[config.mk]
export PLATFORM = sky130hd
export DESIGN_NAME = hash_result_scan
export DESIGN_NICKNAME = d
export VERILOG_FILES = /design/src/rtl/hash_result_scan.sv
export SDC_FILE = /design/constraint.sdc
export NUM_CORES = 1
export LEC_CHECK = 0
export BUFFER_PORTS_ARGS = -buffer_cell sky130_fd_sc_hd__buf_2
export CAP_MARGIN = 40
export CORE_AREA = 3 3 132 134
export DETAILED_ROUTE_END_ITERATION = 10
export DIE_AREA = 0 0 135 137
export GPL_ROUTABILITY_DRIVEN = 0
export PLACE_DENSITY = 0.8
export SETUP_SLACK_MARGIN = 0.4
export SLEW_MARGIN = 20
export SYNTH_ARGS = -nofsm -noshare
export SYNTH_HDL_FRONTEND = slang
export SYNTH_SLANG_ARGS = --single-unit
[constraint.sdc]
create_clock -name clk -period 6.5 [get_ports clk]
set_clock_uncertainty 0.05 [all_clocks]
set_input_delay 0.65 -clock clk [delete_from_list [all_inputs] [get_ports clk]]
set_output_delay 0.65 -clock clk [all_outputs]
set_load 0.005 [all_outputs]
[src/rtl/hash_result_scan.sv]
// Scans NUM_NONCES hash result words from shared memory and reports the minimum, its nonce and the target hit count.
// Optional macro SCAN_WRITEBACK_EN appends a two-word summary write after the scan.
module hash_result_scan #(
  parameter int NUM_NONCES = 16,
  parameter int ADDR_W     = 16
) (
  input  logic              clk,
  input  logic              reset,
  input  logic              start,
  input  logic [ADDR_W-1:0] result_addr,
  input  logic [31:0]       target,
  output logic              done,
  output logic              busy,
  output logic              found,
  output logic [7:0]        best_nonce,
  output logic [31:0]       best_hash,
  output logic [7:0]        match_count,
  output logic              mem_clk,
  output logic              mem_we,
  output logic [ADDR_W-1:0] mem_addr,
  output logic [31:0]       mem_write_data,
  input  logic [31:0]       mem_read_data
);

  typedef enum logic [2:0] {
    S_IDLE,
    S_READ,
    S_DRAIN,
`ifdef SCAN_WRITEBACK_EN
    S_WB0,
    S_WB1,
`endif
    S_DONE
  } state_t;

  localparam logic [8:0] N_CNT = 9'(NUM_NONCES);

  state_t            state_q, state_d;
  logic [ADDR_W-1:0] mem_addr_q, mem_addr_d;
  logic [31:0]       target_q, target_d;
  logic [8:0]        issue_cnt_q, issue_cnt_d;
  logic [8:0]        cap_idx_q, cap_idx_d;
  logic [1:0]        pend_q, pend_d;
  logic [31:0]       best_hash_q, best_hash_d;
  logic [7:0]        best_nonce_q, best_nonce_d;
  logic [7:0]        match_cnt_q, match_cnt_d;
  logic              found_q, found_d;
`ifdef SCAN_WRITEBACK_EN
  localparam logic [ADDR_W-1:0] N_ADDR = ADDR_W'(NUM_NONCES);
  logic [ADDR_W-1:0] base_q, base_d;
  logic              mem_we_q, mem_we_d;
  logic [31:0]       wdata_q, wdata_d;
`endif

  always_comb begin
    state_d      = state_q;
    mem_addr_d   = mem_addr_q;
    target_d     = target_q;
    issue_cnt_d  = issue_cnt_q;
    cap_idx_d    = cap_idx_q;
    pend_d       = {pend_q[0], 1'b0};
    best_hash_d  = best_hash_q;
    best_nonce_d = best_nonce_q;
    match_cnt_d  = match_cnt_q;
    found_d      = found_q;
`ifdef SCAN_WRITEBACK_EN
    base_d       = base_q;
    mem_we_d     = 1'b0;
    wdata_d      = wdata_q;
`endif

    // pend_q[1] marks the edge where the word read two edges ago is on mem_read_data.
    if (pend_q[1]) begin
      if (mem_read_data < best_hash_q) begin
        best_hash_d  = mem_read_data;
        best_nonce_d = cap_idx_q[7:0];
      end
      if (mem_read_data < target_q) begin
        match_cnt_d = match_cnt_q + 8'd1;
      end
      found_d   = (best_hash_d < target_q);
      cap_idx_d = cap_idx_q + 9'd1;
    end

    case (state_q)
      S_IDLE: begin
        if (start) begin
          mem_addr_d   = result_addr;
          target_d     = target;
          issue_cnt_d  = 9'd1;
          cap_idx_d    = '0;
          pend_d       = 2'b01;
          best_hash_d  = 32'hFFFF_FFFF;
          best_nonce_d = '0;
          match_cnt_d  = '0;
          found_d      = 1'b0;
`ifdef SCAN_WRITEBACK_EN
          base_d       = result_addr;
`endif
          state_d      = (N_CNT == 9'd1) ? S_DRAIN : S_READ;
        end
      end
      S_READ: begin
        mem_addr_d  = mem_addr_q + 1'b1;
        issue_cnt_d = issue_cnt_q + 9'd1;
        pend_d[0]   = 1'b1;
        if (issue_cnt_q + 9'd1 == N_CNT) begin
          state_d = S_DRAIN;
        end
      end
      S_DRAIN: begin
        if (cap_idx_q == N_CNT) begin
`ifdef SCAN_WRITEBACK_EN
          mem_we_d   = 1'b1;
          mem_addr_d = base_q + N_ADDR;
          wdata_d    = {found_q, 7'b0, match_cnt_q, 8'b0, best_nonce_q};
          state_d    = S_WB0;
`else
          state_d    = S_DONE;
`endif
        end
      end
`ifdef SCAN_WRITEBACK_EN
      S_WB0: begin
        mem_we_d   = 1'b1;
        mem_addr_d = mem_addr_q + 1'b1;
        wdata_d    = best_hash_q;
        state_d    = S_WB1;
      end
      S_WB1: begin
        state_d = S_DONE;
      end
`endif
      S_DONE: begin
        state_d = S_IDLE;
      end
      default: begin
        state_d = S_IDLE;
      end
    endcase
  end

  always_ff @(posedge clk or posedge reset) begin
    if (reset) begin
      state_q      <= S_IDLE;
      mem_addr_q   <= '0;
      target_q     <= '0;
      issue_cnt_q  <= '0;
      cap_idx_q    <= '0;
      pend_q       <= '0;
      best_hash_q  <= 32'hFFFF_FFFF;
      best_nonce_q <= '0;
      match_cnt_q  <= '0;
      found_q      <= 1'b0;
`ifdef SCAN_WRITEBACK_EN
      base_q       <= '0;
      mem_we_q     <= 1'b0;
      wdata_q      <= '0;
`endif
    end else begin
      state_q      <= state_d;
      mem_addr_q   <= mem_addr_d;
      target_q     <= target_d;
      issue_cnt_q  <= issue_cnt_d;
      cap_idx_q    <= cap_idx_d;
      pend_q       <= pend_d;
      best_hash_q  <= best_hash_d;
      best_nonce_q <= best_nonce_d;
      match_cnt_q  <= match_cnt_d;
      found_q      <= found_d;
`ifdef SCAN_WRITEBACK_EN
      base_q       <= base_d;
      mem_we_q     <= mem_we_d;
      wdata_q      <= wdata_d;
`endif
    end
  end

  assign done        = (state_q == S_DONE);
  assign busy        = (state_q != S_IDLE) && (state_q != S_DONE);
  assign found       = found_q;
  assign best_nonce  = best_nonce_q;
  assign best_hash   = best_hash_q;
  assign match_count = match_cnt_q;
  assign mem_clk     = clk;
  assign mem_addr    = mem_addr_q;
`ifdef SCAN_WRITEBACK_EN
  assign mem_we         = mem_we_q;
  assign mem_write_data = wdata_q;
`else
  assign mem_we         = 1'b0;
  assign mem_write_data = 32'h0;
`endif

endmodule

==> key figures, run 1 <==
Timing
  – Final Hold Viols: 0
  – RSZ-0062 raised after global routing: false
  – Final worst slack: 1880 ps
  – Period utilization: 0.710
  – Hold Slack: 32.4 ps
  – Final Max Tran Viols: 0
  – Fmax: 217 MHz
  – Setup-failing EPs final: 0
  – Sum Neg Setup Slack: 0 ps
  – Worst Tran Pin Value: 833 ps
  – Max_slew headroom: 0.443
  – Min cycle time layout: 4620 ps

Routing
  – Vias: 7,213
  – Routed Antenna Nets: 0
  – Top Layer Used: met4
  – Metal3 WL: 1230 µm
  – DRC errors left: 0
  – Iteration-0 DRC Markers: 421
  – Routed length per instance: 15.3 µm
  – WL final: 20,200 µm
  – Avg Vias per Cell: 5.45
  – Detail Route met2 WL: 9470 µm
  – Drt pass-1 iters: 5
  – Met1 wire length: 9170 µm

Worst setup path
  – WP data arrival: 5000 ps
  – Startpoint Class: register
  – CP Max Fanout: 35
  – Crit path kind: register to register
  – Worst path required time: 6880 ps
  – Crit. End Element: register

Synthesis
  – Post-synthesis cell type count: 54
  – Syn Inst Count: 952
  – Area leader, netlist: dfrtp_1
  – Sequential area share after synthesis: 0.373
  – FFs w/ async S/R, synth: 1.00
  – Avg Inst Size Synth: 8.50 µm²
  – Mapped cell area: 8100 µm²
  – Post-synth top area share: 0.269
  – EDFF count, synth: 0
  – Synth top area cells: dfrtp_1, ha_1, dfstp_2, nand2_1, o21ai_0
  – Ys flop type: dfrtp_1
  – Ys Warns: 0
  – Synthesized flop and latch total: 119

Clock tree
  – Post-CTS Hold Fix Bufs: 0
  – CTS tree: built
  – Post_cts resized: 0
  – Clk Latency, worst-skew pair: 540 ps
  – Clock Pin Slew Worst Setup and Hold Paths: 60 ps
  – Post-CTS Setup Bufs: 0

Power and ir drop
  – Pwr per Cell Area: 490 nW/µm²
  – P_leak: 4.66 nW
  – Peak supply drop: 231 µV

Global route
  – Largest net degree at the start of global routing: 80
  – Total grt overflow: 0
  – Global Route Usage Sum: 0.219
  – Vias in the first global route: 6,517
  – Initial antenna violation count: 0
  – First-pass GRT wire length: 32,100 µm

Hold path
  – Hold Crit Class: input pin to asynchronous set/reset pin

Floorplan
  – Core area: 16,400 µm²
  – Vert. Die Dim: 137 µm
  – Die Width: 135 µm
  – DIE AREA: 18,500 µm²
  – Top Ports: 184
  – Initial Util: 0.493
  – Num rows: 47

Finish
  – Post-Layout Cell Count: 1,323
  – Cell area after layout: 9550 µm²
  – Layout Nets: 1,275
  – Layout cell share with drive strength beyond 1: 0.214
  – Number of diodes: 0
  – Layout overhead on the synthesized area: 18.0%

Placement
  – Dpl ws: 1740 ps
  – Port bufs: 150
  – Cells after DPL: 1,288
  – Hpwl dp: 14,600 µm
  – Cell Area, Placed: 8910 µm²

Outcome
  – Status: complete, no violations

Job
  – Total of max-cap violations: 0
-- sequential cells by signal, indices dropped and copies added, names as in the netlist --
signal / cells
best_hash: 32
target_q: 32
mem_addr: 16
cap_idx_q: 9
issue_cnt_q: 9
best_nonce: 8
match_count: 8
pend_q: 2
state_q: 2
found: 1
-- path summary, 6_finish.rpt --
path | end | depth (start not counted) | startpoint | slack [ps]
setup / recovery | found | 15 | best_hash[25] | 1880
hold / removal | match_count[3] | 2 | reset | 30
setup reg to reg | found | 15 | best_hash[25] | 1880
hold reg to reg | pend_q[1] | 1 | pend_q[0] | 400
max in group asynchronous | target_q[0] | 3 | reset | 5390
min in group clk | target_q[8] | 3 | target[8] | 260
-- layout make-up --
class,count,area [µm²]
Clock inverter,14,125
Fill cell,1502,6860
Inverter,77,292
Timing Repair Buffer,157,826
Sequential cell,119,3020
Multi-Input combinational cell,714,4500
Clock buffer,22,519
Tap cell,220,275
-- through the flow --
step	power (mW)	util
floorplan	3.00	-
finish	4.68	0.582
global placement	3.59	0.541
detailed placement	3.66	0.543
CTS	4.69	0.582
global route	5.11	0.582
-- cells in the mapped netlist, drive strengths merged (2+ instances only) --
| cell type | count |
|---|---|
| a2111oi | 2 |
| a211oi | 7 |
| a21o | 10 |
| a21oi | 60 |
| a221oi | 3 |
| a22o | 3 |
| a31o | 4 |
| a31oi | 7 |
| and2 | 9 |
| and3 | 6 |
| and4 | 5 |
| buf | 49 |
| clkbuf | 25 |
| dfrtp | 87 |
| dfstp | 32 |
| ha | 102 |
| inv | 77 |
| mux2i | 4 |
| nand2 | 161 |
| nand2b | 4 |
| nand3 | 29 |
| nand4 | 20 |
| nor2 | 40 |
| nor2b | 3 |
| nor3 | 8 |
| nor4 | 2 |
| nor4b | 2 |
| o211ai | 35 |
| o21a | 6 |
| o21ai | 113 |
| o22ai | 8 |
| o2bb2a | 2 |
| or3 | 3 |
| xnor2 | 4 |
| xor2 | 7 |
-- critical path, cell delays in order (launching register included) --
cell	delay [ps]
dfstp_2	520
inv_1	60
ha_1	310
a21o_1	160
a221o_1	310
a221oi_1	370
o21ai_1	270
a21oi_4	640
buf_4	380
o21ai_0	120
ha_1	330
nand4_1	100
or3_1	370
nor3_1	220
o41ai_1	100
a21o_1	180
-- placed cells by master (no fill, tap or decap), drive strengths merged, types with 3 or more instances in the layout --
master | netlist | final
a31oi | 7 | 7
xor2 | 7 | 7
a211oi | 7 | 7
inv | 77 | 80
and3 | 6 | 6
mux2i | 4 | 4
and4 | 5 | 5
o21a | 6 | 6
nand2b | 4 | 4
o22ai | 8 | 8
a22o | 3 | 3
a221oi | 3 | 3
o211ai | 35 | 35
nor2b | 3 | 3
or3 | 3 | 3
nand4 | 20 | 20
dfstp | 32 | 32
xnor2 | 4 | 4
nor3 | 8 | 8
clkinv | 0 | 7
o21ai | 113 | 113
clkbuf | 25 | 21
conb | 1 | 33
dfrtp | 87 | 87
clkinvlp | 0 | 3
a31o | 4 | 4
a21o | 10 | 10
ha | 102 | 102
buf | 49 | 158
nor2 | 40 | 40
nand3 | 29 | 29
nand2 | 161 | 161
a21oi | 60 | 60
and2 | 9 | 9
-- logic make-up (layout without fill, tap and decap cells) --
logic type | after synthesis | count (layout) | synth area share
AO/OA/AOI/OAI | 267 | 267 | 0.199
XOR/XNOR | 11 | 11 | 0.0119
adder cells (fa/ha/maj) | 102 | 102 | 0.158
buffers and inverters | 151 | 270 | 0.0882
flip-flops | 119 | 119 | 0.373
multiplexers | 5 | 5 | 0.00634
other | 1 | 33 | 0.000463
AND/OR/NAND/NOR | 296 | 296 | 0.164
-- report_power, final --
part / switching (mW) / internal (mW) / total [mW]
registers: 0.204 / 1.13 / 1.33
clock network: 0.376 / 0.619 / 0.995
logic: 1.42 / 0.936 / 2.35
total: 2.00 / 2.68 / 4.68
-- per-layer routing --
metal	track usage	vias to the layer above
li1	-	3566
met1	0.293	3400
met2	0.347	220
met3	0.0566	27
met4	0.0761	0
met5	0	-
No activity file was read; power rests on OpenSTA's default activity.
==> run 2, diff against run 1 <==
--- a/config.mk
+++ b/config.mk
@@ -11,7 +11,7 @@
 export DETAILED_ROUTE_END_ITERATION = 10
 export DIE_AREA = 0 0 135 137
 export GPL_ROUTABILITY_DRIVEN = 0
-export PLACE_DENSITY = 0.8
+export PLACE_DENSITY = 0.82
 export SETUP_SLACK_MARGIN = 0.4
 export SLEW_MARGIN = 20
 export SYNTH_ARGS = -nofsm -noshare
==> constraint.sdc (replaced) <==
create_clock -name clk -period 4.11 [get_ports clk]
set_clock_uncertainty 0.05 [all_clocks]
set_input_delay 0.411 -clock clk [delete_from_list [all_inputs] [get_ports clk]]
set_output_delay 0.411 -clock clk [all_outputs]
set_load 0.005 [all_outputs]
==> run 2 against run 1 <==
Register-to-register slack worse by 1700 ps. Highest routed layer is now met5. Clock power increased by 66%. Final cell count grew 1.7%. Die area unchanged. Core utilization grew 2.6 points. First-iteration DRC count grew 4.5%. Via count up 2.8%.
==> key figures, run 2 (synthesis results as in run 1) <==
Outcome
  – Status: complete, no violations

Finish
  – Layout Nets: 1,297
  – Post-layout util: 0.608
  – FILL cells: 1,379
  – Layout overhead on the synthesized area: 23.2%
  – Commonest non-fill, non-tap cells in the layout: nand2_1, buf_2, o21ai_0, ha_1, dfrtp_1
  – Number of diodes: 0
  – Commonest non-fill, non-tap cell in the layout: nand2_1
  – Layout cell share with drive strength beyond 1: 0.252

Routing
  – Routed length per instance: 16.1 µm
  – Iteration-0 DRC Markers: 440
  – Vias: 7,414
  – DRC errors left: 0
  – Routed Antenna Nets: 0
  – Avg Vias per Cell: 5.51
  – Drt pass-1 iters: 5
  – WL final: 21,600 µm

Power and ir drop
  – P_leak: 4.83 nW
  – Peak supply drop: 401 µV
  – Overall power: 8.05 mW
  – Pwr per Cell Area: 808 nW/µm²

Floorplan
  – DIE AREA: 18,500 µm²
  – Die Width: 135 µm
  – Initial Util: 0.493
  – Vert. Die Dim: 137 µm
  – Top Ports: 184
  – Core area: 16,400 µm²
  – Num rows: 47

Timing
  – Final Hold Viols: 0
  – Fmax: 256 MHz
  – Period utilization: 0.949
  – Max_slew headroom: 0.456
  – Setup-failing EPs final: 0
  – Min cycle time layout: 3900 ps
  – Final Max Tran Viols: 0
  – Worst Tran Pin Value: 814 ps
  – Sum Neg Setup Slack: 0 ps
  – RSZ-0062 raised after global routing: true

Placement
  – Port bufs: 150
  – Hpwl dp: 15,000 µm

Global route
  – GR Layer Usage met3: 0.0676
  – Total grt overflow: 0
  – Routing usage on met2: 0.380
  – Initial antenna violation count: 1
  – M1 GR Usage: 0.294
  – Largest net degree at the start of global routing: 53
  – First-pass GRT wire length: 34,700 µm
  – Global Route Usage Sum: 0.237
  – GRT busiest layer: met2
  – Vias in the first global route: 7,103

Hold path
  – Worst Hold End: target_q[8]
  – Hold Crit Class: input pin to register
  – Worst Hold Launch: target[8]
  – Hold-critical path depth: 3

Worst setup path
  – Crit-path max cell delay: 520 ps
  – Startpoint Class: register
  – R2r setup slk: 210 ps
  – WP data arrival: 4330 ps
  – CP Max Fanout: 10
  – FF-to-FF Start: best_hash[19]
  – Crit-path cells: inv_1 > ha_1 > a21oi_1 > o21ai_0 > a221oi_1 > o21ai_2 > a21oi_4 > buf_4 > bufbuf_16 > o21ai_0 > ha_1 > a2111oi_4 > o21ai_2 > nor4_2 > a21o_1
  – Worst r2r path cells: 15
  – CP bufs+invs: 3
  – Delay-heaviest family, CP: compound AO/OA/AOI/OAI gates
  – FF-to-FF End: found
  – Worst path required time: 4540 ps
  – Crit. End Element: register
  – Crit path kind: register to register
  – Slowest CP cell: dfstp_2

Clock tree
  – CTS tree: built
  – Clk Latency, worst-skew pair: 540 ps
  – Clock Pin Slew Worst Setup and Hold Paths: 60 ps

Job
  – Total of max-cap violations: 0
==> run 2: changes by cell type in the layout (fill, tap and decap cells not counted), sizes merged <==
cell / delta
clkinv: -2
inv: -2
clkbuf: +3
buf: +20
dlygate4sd3: +1
bufinv: +1
bufbuf: +1
==> run 2: through the flow <==
stage	hold slack [ps]	instance area, µm²	setup WS (ps)	instances
2_1_floorplan	378	8260	401	984
6_report	24.6	9970	210	1345
4_1_cts	13.9	9920	402	1342
5_1_grt	32.7	9970	103	1345
3_5_place_dp	404	8960	75.5	1292
3_3_place_gp	386	8940	231	1291
==> run 2: layout make-up <==
class,instances,area [µm²],share of cell area
clock buffers,25,541,0.0542
clock inverters,11,124,0.0124
inverters,77,292,0.0292
multi-input cells,714,4660,0.467
flip-flops and latches,119,3020,0.303
well taps,220,275,0.0276
repair buffers,179,1060,0.107
==> run 2: worst max-delay path by stage <==
stage	slack [ps]	endpoint	start	cells after the start
after floorplan	400	found	best_hash[25]	17
after global placement	230	found	best_hash[25]	17
after detailed placement	80	found	best_hash[25]	17
after CTS	400	found	best_hash[9]	18
after global routing	100	found	best_hash[19]	15
final	210	found	best_hash[19]	15
==> run 2: per-layer routing <==
metal,up-vias,share of wire
met3,50,0.067
met2,253,0.47
met5,-,0.00074
li1,3611,-
met1,3498,0.43
met4,2,0.029
==> run 2: power breakdown <==
group	total [mW]	switching, mW	internal (mW)
clock	1.65	0.592	1.05
combinational	4.30	2.48	1.82
sequential	2.11	0.327	1.78
total	8.05	3.40	4.66
==> run 2: what timing repair did <==
action                                  CTS  global route
endpoints found under the setup margin    1             1
resized for setup                        39             6
buffers inserted                         12             3
hold endpoints to repair                 25             0
hold buffers                              1             0
gates cloned                              2             0
pin swaps                                32             9
==> run 2: worst reg2reg max path, delay by kind of cell (launching register included) <==
family / cells / cell delay [ps]
simple gates: 1 / 280
fa+ha+maj: 2 / 680
flops: 1 / 520
buf+inv: 3 / 470
compound gates: 9 / 1840
==> run 3, diff against run 2 <==
--- a/config.mk
+++ b/config.mk
@@ -7,11 +7,11 @@
 export LEC_CHECK = 0
 export BUFFER_PORTS_ARGS = -buffer_cell sky130_fd_sc_hd__buf_2
 export CAP_MARGIN = 40
-export CORE_AREA = 3 3 132 134
+export CORE_AREA = 2 2 131 133
 export DETAILED_ROUTE_END_ITERATION = 10
-export DIE_AREA = 0 0 135 137
+export DIE_AREA = 0 0 133 135
 export GPL_ROUTABILITY_DRIVEN = 0
-export PLACE_DENSITY = 0.82
+export PLACE_DENSITY = 0.77
 export SETUP_SLACK_MARGIN = 0.4
 export SLEW_MARGIN = 20
 export SYNTH_ARGS = -nofsm -noshare
==> run 3 against run 2 <==
Critical path depth up 2. Register-to-register slack about the same. Sequential share of layout area down 0.36 points. Sequential power about the same. Largest power group unchanged.
==> key figures, run 3 (synthesis results as in run 1) <==
Outcome
  – Status: complete, no violations

Worst setup path
  – Worst path required time: 4530 ps
  – Crit-path max cell delay: 540 ps
  – WP data arrival: 4310 ps
  – Crit. End Element: register
  – Crit-path cells: inv_2 > ha_4 > and2_4 > a221o_1 > a221oi_2 > o21ai_2 > a21oi_4 > buf_12 > buf_16 > o21ai_0 > ha_1 > a21oi_2 > nand2_2 > a2111oi_4 > o21ai_2 > nor4_2 > a21o_1
  – CP Max Fanout: 8
  – CP most frequent cell: o21ai_2
  – Slowest CP cell: dfstp_2
  – Crit path kind: register to register
  – Startpoint Class: register

Finish
  – Layout overhead on the synthesized area: 24.6%
  – Commonest non-fill, non-tap cell in the layout: nand2_1
  – Layout Nets: 1,297
  – Multi-input logic area: 4670 µm²
  – Layout cell share with drive strength beyond 1: 0.254
  – Post-layout util: 0.615
  – Commonest non-fill, non-tap cells in the layout: nand2_1, buf_2, o21ai_0, ha_1, dfrtp_1
  – FF/Latch Area: 3020 µm²
  – FILL cells: 1,402
  – Number of diodes: 0

Timing
  – Min cycle time layout: 3900 ps
  – Final Max Tran Viols: 0
  – Period utilization: 0.948
  – Sum Neg Setup Slack: 0 ps
  – Fmax: 257 MHz
  – Setup-failing EPs final: 0
  – Final Hold Viols: 0
  – RSZ-0062 raised after global routing: true
  – Max_slew headroom: 0.510
  – Worst Tran Pin Value: 733 ps

Routing
  – Vias: 7,433
  – Avg Vias per Cell: 5.53
  – WL final: 21,600 µm
  – DRC errors left: 0
  – Routed length per instance: 16.0 µm
  – Iteration-0 DRC Markers: 529
  – Routed Antenna Nets: 0
  – Drt pass-1 iters: 6

Floorplan
  – Core area: 16,400 µm²
  – Top Ports: 184
  – Vert. Die Dim: 135 µm
  – Num rows: 47
  – Die Width: 133 µm
  – Initial Util: 0.493
  – DIE AREA: 18,000 µm²

Power and ir drop
  – Overall power: 8.32 mW
  – Pwr per Cell Area: 824 nW/µm²
  – P_int: 4.86 mW
  – Net Sw Power: 3.45 mW
  – Peak supply drop: 376 µV
  – Combinational fraction of design power: 0.539
  – Sw Ratio: 0.415
  – Clock share of power: 0.207
  – Sequential fraction of design power: 0.254
  – P_leak: 4.88 nW

Hold path
  – Hold Crit Class: input pin to register

Placement
  – Port bufs: 150
  – Hpwl dp: 14,700 µm

Clock tree
  – Clock Pin Slew Worst Setup and Hold Paths: 60 ps
  – Clk Latency, worst-skew pair: 530 ps
  – CTS tree: built

Global route
  – Total grt overflow: 0
  – Initial antenna violation count: 0
  – Vias in the first global route: 7,063
  – Largest net degree at the start of global routing: 60
  – First-pass GRT wire length: 35,300 µm
  – Global Route Usage Sum: 0.246

Job
  – Total of max-cap violations: 0
==> run 3: layout make-up <==
cell class                      instances  share of cell area
Sequential cell                       119               0.299
Inverter                               77              0.0289
Timing Repair Buffer                  179               0.113
Multi-Input combinational cell        714               0.463
Clock inverter                         12              0.0174
Tap cell                              220              0.0273
Clock buffer                           24              0.0512
==> run 3: what timing repair did <==
action | in CTS | in global routing
buffers inserted | 11 | 3
endpoints found under the hold margin | 10 | 0
hold buffers | 1 | 0
cloned | 4 | 0
pin swaps | 28 | 14
resized for setup | 36 | 10
endpoints found under the setup margin | 1 | 1
==> run 3: power groups by stage <==
stage               clock, mW  sequential (mW)  combinational, mW
finish                   1.72             2.11               4.49
global placement       0.0106             2.10               3.62
CTS                      1.75             2.11               4.29
floorplan              0.0158             2.08               2.70
global route             1.81             2.18               5.01
detailed placement     0.0106             2.12               3.76
==> run 3: worst max-delay path, delay by kind of cell, from the launching register on <==
| kind | cells | cell delay, ps |
|---|---|---|
| compound gates | 9 | 1890 |
| buf+inv | 3 | 320 |
| simple gates | 3 | 460 |
| flops | 1 | 540 |
| fa+ha+maj | 2 | 580 |
==> run 3: final timing paths <==
check | start | endpoint | slack [ps] | depth (start not counted)
max reg2reg | best_hash[27] | found | 210 | 17
min in group asynchronous | reset | cap_idx_q[5] | 280 | 3
min | target[9] | target_q[9] | 30 | 3
max | best_hash[27] | found | 210 | 17
max in group asynchronous | reset | best_hash[10] | 3150 | 4
min reg2reg | pend_q[0] | pend_q[1] | 390 | 1
==> run 3: metrics by stage <==
| stage | cells | hold WS [ps] | worst slack [ps] | cell area (µm²) |
|---|---|---|---|---|
| after floorplan | 984 | 378 | 401 | 8260 |
| after global placement | 1290 | 383 | 224 | 8950 |
| after detailed placement | 1291 | 278 | 19.8 | 8980 |
| after CTS | 1342 | 11.3 | 319 | 10000 |
| after global routing | 1345 | 25.5 | 101 | 10100 |
| final | 1345 | 31.8 | 215 | 10100 |
==> run 3: per-layer routing <==
layer | wire length (µm) | part of all wire | track usage | vias up
li1 | - | - | - | 3612
met1 | 9700 | 0.45 | 0.328 | 3517
met2 | 10200 | 0.48 | 0.399 | 271
met3 | 1190 | 0.055 | 0.0469 | 33
met4 | 418 | 0.019 | 0.0920 | 0
met5 | 0 | 0 | 0 | -
